## src/rtl/md5_msg_gen_if.sv

```systemverilog
// Candidate stream bus between the MD5 message generator and its controller/round pipeline.
// master = generator side, slave = controller/consumer side.
interface md5_msg_gen_if;
  logic         start;
  logic         halt;
  logic [511:0] m_out;
  logic [31:0]  a_out;
  logic [31:0]  b_out;
  logic [31:0]  c_out;
  logic [31:0]  d_out;
  logic         valid_out;
  logic [63:0]  cand_idx;
  logic         busy;
  logic         done;

  modport master (
    input  start, halt,
    output m_out, a_out, b_out, c_out, d_out, valid_out, cand_idx, busy, done
  );

  modport slave (
    output start, halt,
    input  m_out, a_out, b_out, c_out, d_out, valid_out, cand_idx, busy, done
  );
endinterface

```

## src/rtl/md5_msg_gen.sv

```systemverilog
// Brute-force MD5 candidate generator: enumerates every LEN-byte string over NCHARS
// consecutive byte values, one padded 512-bit block per clock.
module md5_msg_gen #(
  parameter int         LEN        = 4,
  parameter logic [7:0] FIRST_CHAR = 8'h61,
  parameter int         NCHARS     = 26
) (
  input  logic         clk,
  input  logic         rst_n,
  md5_msg_gen_if.master bus
);

  localparam int          OW        = 8 * LEN;
  localparam logic [7:0]  LAST_CHAR = 8'(int'(FIRST_CHAR) + NCHARS - 1);
  localparam logic [OW-1:0] FIRST_VEC = {LEN{FIRST_CHAR}};
  localparam logic [31:0] IV_A = 32'h67452301;
  localparam logic [31:0] IV_B = 32'hefcdab89;
  localparam logic [31:0] IV_C = 32'h98badcfe;
  localparam logic [31:0] IV_D = 32'h10325476;

  function automatic logic [63:0] cand_total();
    logic [63:0] t;
    t = 64'd1;
    for (int i = 0; i < LEN; i++) t = t * 64'(NCHARS);
    return t;
  endfunction

  localparam logic [63:0] LAST_IDX = cand_total() - 64'd1;

  // Odometer byte k lives at bits [8*(LEN-1-k) +: 8]; byte LEN-1 is the fastest digit.
  function automatic logic [OW-1:0] odo_inc(input logic [OW-1:0] v);
    logic [OW-1:0] r;
    logic          c;
    r = v;
    c = 1'b1;
    for (int k = LEN - 1; k >= 0; k--) begin
      if (c) begin
        if (r[8*(LEN-1-k) +: 8] == LAST_CHAR) begin
          r[8*(LEN-1-k) +: 8] = FIRST_CHAR;
        end else begin
          r[8*(LEN-1-k) +: 8] = r[8*(LEN-1-k) +: 8] + 8'd1;
          c = 1'b0;
        end
      end
    end
    return r;
  endfunction

  // Message byte k sits at [511-8k -: 8] so a per-word byte swap gives little-endian MD5 words.
  function automatic logic [511:0] build_block(input logic [OW-1:0] v);
    logic [511:0] b;
    b = '0;
    for (int k = 0; k < LEN; k++) b[511-8*k -: 8] = v[8*(LEN-1-k) +: 8];
    b[511-8*LEN -: 8] = 8'h80;
    b[63:56]          = 8'(LEN * 8);
    return b;
  endfunction

  typedef enum logic [1:0] {S_IDLE, S_RUN, S_DONE} state_t;

  state_t        r_state;
  logic [OW-1:0] r_odo;
  logic [511:0]  r_m_p0;
  logic [63:0]   r_idx_p0;
  logic          r_vld_p0;
  logic [31:0]   r_a_p0, r_b_p0, r_c_p0, r_d_p0;
  logic          r_busy;
  logic          r_done;

  // Stage p0: odometer holds the next candidate; the output registers hold the current one.
  always_ff @(posedge clk) begin
    if (!rst_n) begin
      r_state  <= S_IDLE;
      r_odo    <= FIRST_VEC;
      r_m_p0   <= '0;
      r_idx_p0 <= '0;
      r_vld_p0 <= 1'b0;
      r_a_p0   <= '0;
      r_b_p0   <= '0;
      r_c_p0   <= '0;
      r_d_p0   <= '0;
      r_busy   <= 1'b0;
      r_done   <= 1'b0;
    end else begin
      case (r_state)
        S_IDLE, S_DONE: begin
          if (bus.start) begin
            r_state  <= S_RUN;
            r_m_p0   <= build_block(FIRST_VEC);
            r_idx_p0 <= '0;
            r_odo    <= odo_inc(FIRST_VEC);
            r_vld_p0 <= 1'b1;
            r_a_p0   <= IV_A;
            r_b_p0   <= IV_B;
            r_c_p0   <= IV_C;
            r_d_p0   <= IV_D;
            r_busy   <= 1'b1;
            r_done   <= 1'b0;
          end
        end
        S_RUN: begin
          // Halt and end-of-space land in the same DONE state; the last block stays on m_out.
          if (bus.halt || (r_idx_p0 == LAST_IDX)) begin
            r_state  <= S_DONE;
            r_vld_p0 <= 1'b0;
            r_busy   <= 1'b0;
            r_done   <= 1'b1;
          end else begin
            r_m_p0   <= build_block(r_odo);
            r_idx_p0 <= r_idx_p0 + 64'd1;
            r_odo    <= odo_inc(r_odo);
          end
        end
        default: r_state <= S_IDLE;
      endcase
    end
  end

  assign bus.m_out     = r_m_p0;
  assign bus.cand_idx  = r_idx_p0;
  assign bus.valid_out = r_vld_p0;
  assign bus.a_out     = r_a_p0;
  assign bus.b_out     = r_b_p0;
  assign bus.c_out     = r_c_p0;
  assign bus.d_out     = r_d_p0;
  assign bus.busy      = r_busy;
  assign bus.done      = r_done;

endmodule

```

## src/flat_wrapper.sv

```systemverilog
// flat-port wrapper written by rule: the top's interface ports become plain ports
module md5_msg_gen_flat 
#(
  parameter int         LEN        = 4,
  parameter logic [7:0] FIRST_CHAR = 8'h61,
  parameter int         NCHARS     = 26
)
  (clk, rst_n, bus_start, bus_halt, bus_m_out, bus_a_out, bus_b_out, bus_c_out, bus_d_out, bus_valid_out, bus_cand_idx, bus_busy, bus_done);
  md5_msg_gen_if bus_i ();
  input  logic clk;
  input  logic rst_n;
  input wire logic [$bits(bus_i.start)-1:0] bus_start;
  input wire logic [$bits(bus_i.halt)-1:0] bus_halt;
  output wire logic [$bits(bus_i.m_out)-1:0] bus_m_out;
  output wire logic [$bits(bus_i.a_out)-1:0] bus_a_out;
  output wire logic [$bits(bus_i.b_out)-1:0] bus_b_out;
  output wire logic [$bits(bus_i.c_out)-1:0] bus_c_out;
  output wire logic [$bits(bus_i.d_out)-1:0] bus_d_out;
  output wire logic [$bits(bus_i.valid_out)-1:0] bus_valid_out;
  output wire logic [$bits(bus_i.cand_idx)-1:0] bus_cand_idx;
  output wire logic [$bits(bus_i.busy)-1:0] bus_busy;
  output wire logic [$bits(bus_i.done)-1:0] bus_done;
  assign bus_i.start = bus_start;
  assign bus_i.halt = bus_halt;
  assign bus_m_out = bus_i.m_out;
  assign bus_a_out = bus_i.a_out;
  assign bus_b_out = bus_i.b_out;
  assign bus_c_out = bus_i.c_out;
  assign bus_d_out = bus_i.d_out;
  assign bus_valid_out = bus_i.valid_out;
  assign bus_cand_idx = bus_i.cand_idx;
  assign bus_busy = bus_i.busy;
  assign bus_done = bus_i.done;
  md5_msg_gen #(.LEN(LEN), .FIRST_CHAR(FIRST_CHAR), .NCHARS(NCHARS)) u_core (.clk(clk), .rst_n(rst_n), .bus(bus_i));
endmodule
```

## config.mk

```make
export PLATFORM = sky130hd
export DESIGN_NAME = md5_msg_gen_flat
export DESIGN_NICKNAME = d
export VERILOG_FILES = /design/src/rtl/md5_msg_gen_if.sv /design/src/rtl/md5_msg_gen.sv /design/src/flat_wrapper.sv
export SDC_FILE = /design/constraint.sdc
export NUM_CORES = 1
export LEC_CHECK = 0
export BUFFER_PORTS_ARGS = -buffer_cell sky130_fd_sc_hd__buf_2
export CORE_AREA = 2 2 279 281
export CTS_BUF_LIST = sky130_fd_sc_hd__clkbuf_4
export CTS_CLUSTER_DIAMETER = 200
export DETAILED_ROUTE_END_ITERATION = 12
export DIE_AREA = 0 0 281 283
export SYNTH_ARGS = -nofsm -noshare
export SYNTH_HDL_FRONTEND = slang
export SYNTH_SLANG_ARGS = --single-unit
```

## constraint.sdc

```tcl
create_clock -name clk -period 2.7 [get_ports clk]
set_clock_uncertainty 0.05 [all_clocks]
set_input_delay 0.54 -clock clk [delete_from_list [all_inputs] [get_ports clk]]
set_output_delay 0.54 -clock clk [all_outputs]
set_load 0.05 [all_outputs]
```

==> results.md <==
* Run status: finished, final reports clean
* Hpwl dp at between 20 and 30 mm
* Inst Count DP at between 2000 and 3000
* Most instantiated cells after synthesis: 607 x buf_4, 134 x dfxtp_1, 86 x nor2_1, 62 x a21oi_1, 60 x nand2_1
* Max-slew violations at 0
* # port buffers at 168
* Detailed Route WL at between 30 and 40 mm
* Worst-margin pin slew at between 800 and 900 ps
* CP Capture Type: register
* Die area at 0.0795 mm²
* Antenna violations before repair at 1
* CTS buffer count at 17
* CTS Root Buffer Type: clkbuf_4
* RSZ-0062 raised after global routing: no
* Gr ovfl total at 0
* Max_slew headroom at a little over two fifths
* Critical Path RT at roughly 3200 ps
* Die Height at ~280 µm
* Switching Share at a little over half
* CP Launch Type: register
* DR vias/cell at between 3 and 4
* Synthesized flop and latch total at ~130
* RR Endpoint: u_core.r_odo[31]
* Cell Pwr Density at about 520 mW/mm²
* H-tree levels at 4
* Setup total negative slack at 0 ps
* Crit path cell chain: inv_2 > ha_1 > or4b_4 > or3_1 > or3_4 > or4_4 > a21oi_2
* Initial Utilization at between 10 and 15%
* Clock tree sinks at approximately 130
* Vias in the first global route at between 7000 and 8000
* # IOs at 711
* Fillers at between 8000 and 9000
* Fin crit period at between 2000 and 3000 ps
* CTS clk-pin slew, worst paths at about 150 ps
* Unique masters post-synth at 66
* Synthesis-to-finish area growth at 6.23%
* Pint at ~0.0029 W
* Pin count of the biggest net entering global routing at 65
* Worst path slowest cell: or4b_4
* CTS tree: done
* YS warnings at 0
* Most numerous cell in the Yosys netlist: buf_4
* Fin. Hold Viols at 0
* Min-delay src: bus_start
* P_leak at ~5.6 nW
* Reg power frac at about 33%
* EDFF count, synth at 0
* Hold WS at approximately 150 ps
* Synth Flop Type: dfxtp_1
* Crit path largest cell delay at 490 ps
* Switching power at around 0.0033 W
* Global Route Usage Sum at under 10%
* Mapped cell area at 0.0111 mm²
* Post-Syn Instances at ~1400
* Endpoints failing setup at 0
* Min-Delay Path Depth at 4
* Maxcap violations at 0
* Row count at 102
* Max VDD drop at around 0.25 mV
* Worst-Skew Late Latency at between 600 and 700 ps
* Min-Delay Endpoint: u_core.r_state[1]
* Sequential-to-total area share from yosys stat at 24.1%
* Comb power frac at around two fifths
* Register-to-Register Setup Slack at roughly 110 ps
* Crit path kind: reg -> reg
* Critical path arrival at roughly 3100 ps
* Placer Congestion at around 0.86
* Nets@finish at 1614
* Area of the core at about 0.077 mm²
* Wire length per cell at around 13 µm
* R2R cell count at 7
* Fmax achieved at just under 400 MHz
* Share of the clock period used by the worst path at 96.0%
* Drt first pass iters at 5
* Post-synth ARST share at 0%
* CP max FO at 6
* Via count at about 9000
* Hold WC Path Type: in -> reg
* DRC at 0
* Yosys top cell area share at about two fifths
* ANT nets after route at 0
* Layout cell share with drive strength beyond 1 at about a fifth
* Sequential cell area at between 0.002 and 0.003 mm²
* Iteration-0 DRC Markers at between 700 and 800
* Largest buffer count on any clock path at 2
* First-pass GRT wire length at 48.5 mm
* Yosys top cell by area: buf_4
* Clk pwr share at around 26%
* RR Startpoint: u_core.r_odo[16]
* Footprint of the multi-input gates at about 0.0057 mm²
* Top cells by area, synth: buf_4 41%, dfxtp_1 24%, nor2_1 2.9%
* Layout Cells excl Fill at 2656
* Width of the die at 281 µm
* Synthesized area per cell at ~8 µm²
[repair_timing]
item                       in CTS  in global routing
buffers inserted                0                  2
setup endpoints to repair       0                 69
hold buffers                    0                  0
resized for setup               0                 18
[logic make-up (layout without fill, tap and decap cells)]
family          after synthesis  after routing  share of synthesized area, %
compound gates              234            234                          13.4
xor+xnor                      3              3                         0.236
fa+ha+maj                     9              9                          1.01
buf+inv                     677            321                          43.3
flops                       134            134                          24.1
mux                           6              6                         0.539
other cells                   1            544                        0.0336
simple gates                365            365                          17.4
[stage by stage]
stage	utilization [%]	cell area [µm²]	setup WS (ps)	total power [W]
global placement	14.9	11400	96.0	0.00459
CTS	15.3	11800	62.1	0.00617
finish	15.4	11800	108	0.00615
global route	15.4	11800	0.109	0.00637
floorplan	-	13200	17.5	0.00504
detailed placement	14.9	11400	123	0.00459
[cells in the final DEF, fill, tap and decap left out, drive strengths merged, types with 27 or more instances in the layout]
master	instances
conb	542
buf	273
dfxtp	134
nor2	86
a21oi	62
nand2	60
o21ai	59
nand3	45
nor4	33
a31oi	32
nand4	28
and3	27
[registers in the layout, indices dropped and copies added (netlist names)]
signal               cells
u_core.bus.cand_idx     64
u_core.bus.m_out        33
u_core.r_odo            32
u_core.r_state           2
u_core.bus.busy          1
u_core.bus.d_out         1
u_core.bus.done          1
[worst max-delay path by stage]
stage,endpoint,start,cells after the start,slack (ps)
6_report,u_core.r_odo[31],u_core.r_odo[16],7,110
5_1_grt,u_core.r_odo[31],u_core.r_odo[16],7,0.1
4_1_cts,u_core.r_odo[31],u_core.r_odo[20],6,60
3_5_place_dp,u_core.bus.cand_idx[61],u_core.bus.cand_idx[10],7,120
3_3_place_gp,u_core.r_odo[12],u_core.bus.cand_idx[10],8,100
2_1_floorplan,u_core.bus.cand_idx[60],u_core.bus.cand_idx[8],7,20
[critical path: cells and delay by family, from the launching register on]
kind            cells  cell delay (ps)
fa+ha+maj           1              150
buf+inv             1               60
compound gates      1              110
simple gates        4             1760
flops               1              380
[metal layers]
layer  part of all wire, %  up-vias  track usage, %
met4                  0.79        0            1.34
met5                     0        -               0
met2                    46      588            12.9
met3                    11       30            2.73
li1                      -     4144               -
met1                    42     4199            10.9
[power groups by stage]
stage | Sequential (W) | Clock [W] | Combinational [W]
2_1_floorplan | 0.00218 | 0 | 0.00286
3_3_place_gp | 0.00209 | 0 | 0.00250
3_5_place_dp | 0.00209 | 0 | 0.00250
4_1_cts | 0.00204 | 0.00162 | 0.00250
5_1_grt | 0.00205 | 0.00170 | 0.00262
6_report | 0.00204 | 0.00159 | 0.00252
[layout make-up]
type                       instances  area share [%]
tap                             1040            11.0
timing repair buffer             273            14.5
sequential                       134            22.8
antenna                            2          0.0423
inverter                          16           0.507
clock buffer                      17            1.08
clock inverter                    15            1.58
multi-input combinational       1159            48.5
(Power assumes the default switching activity.)
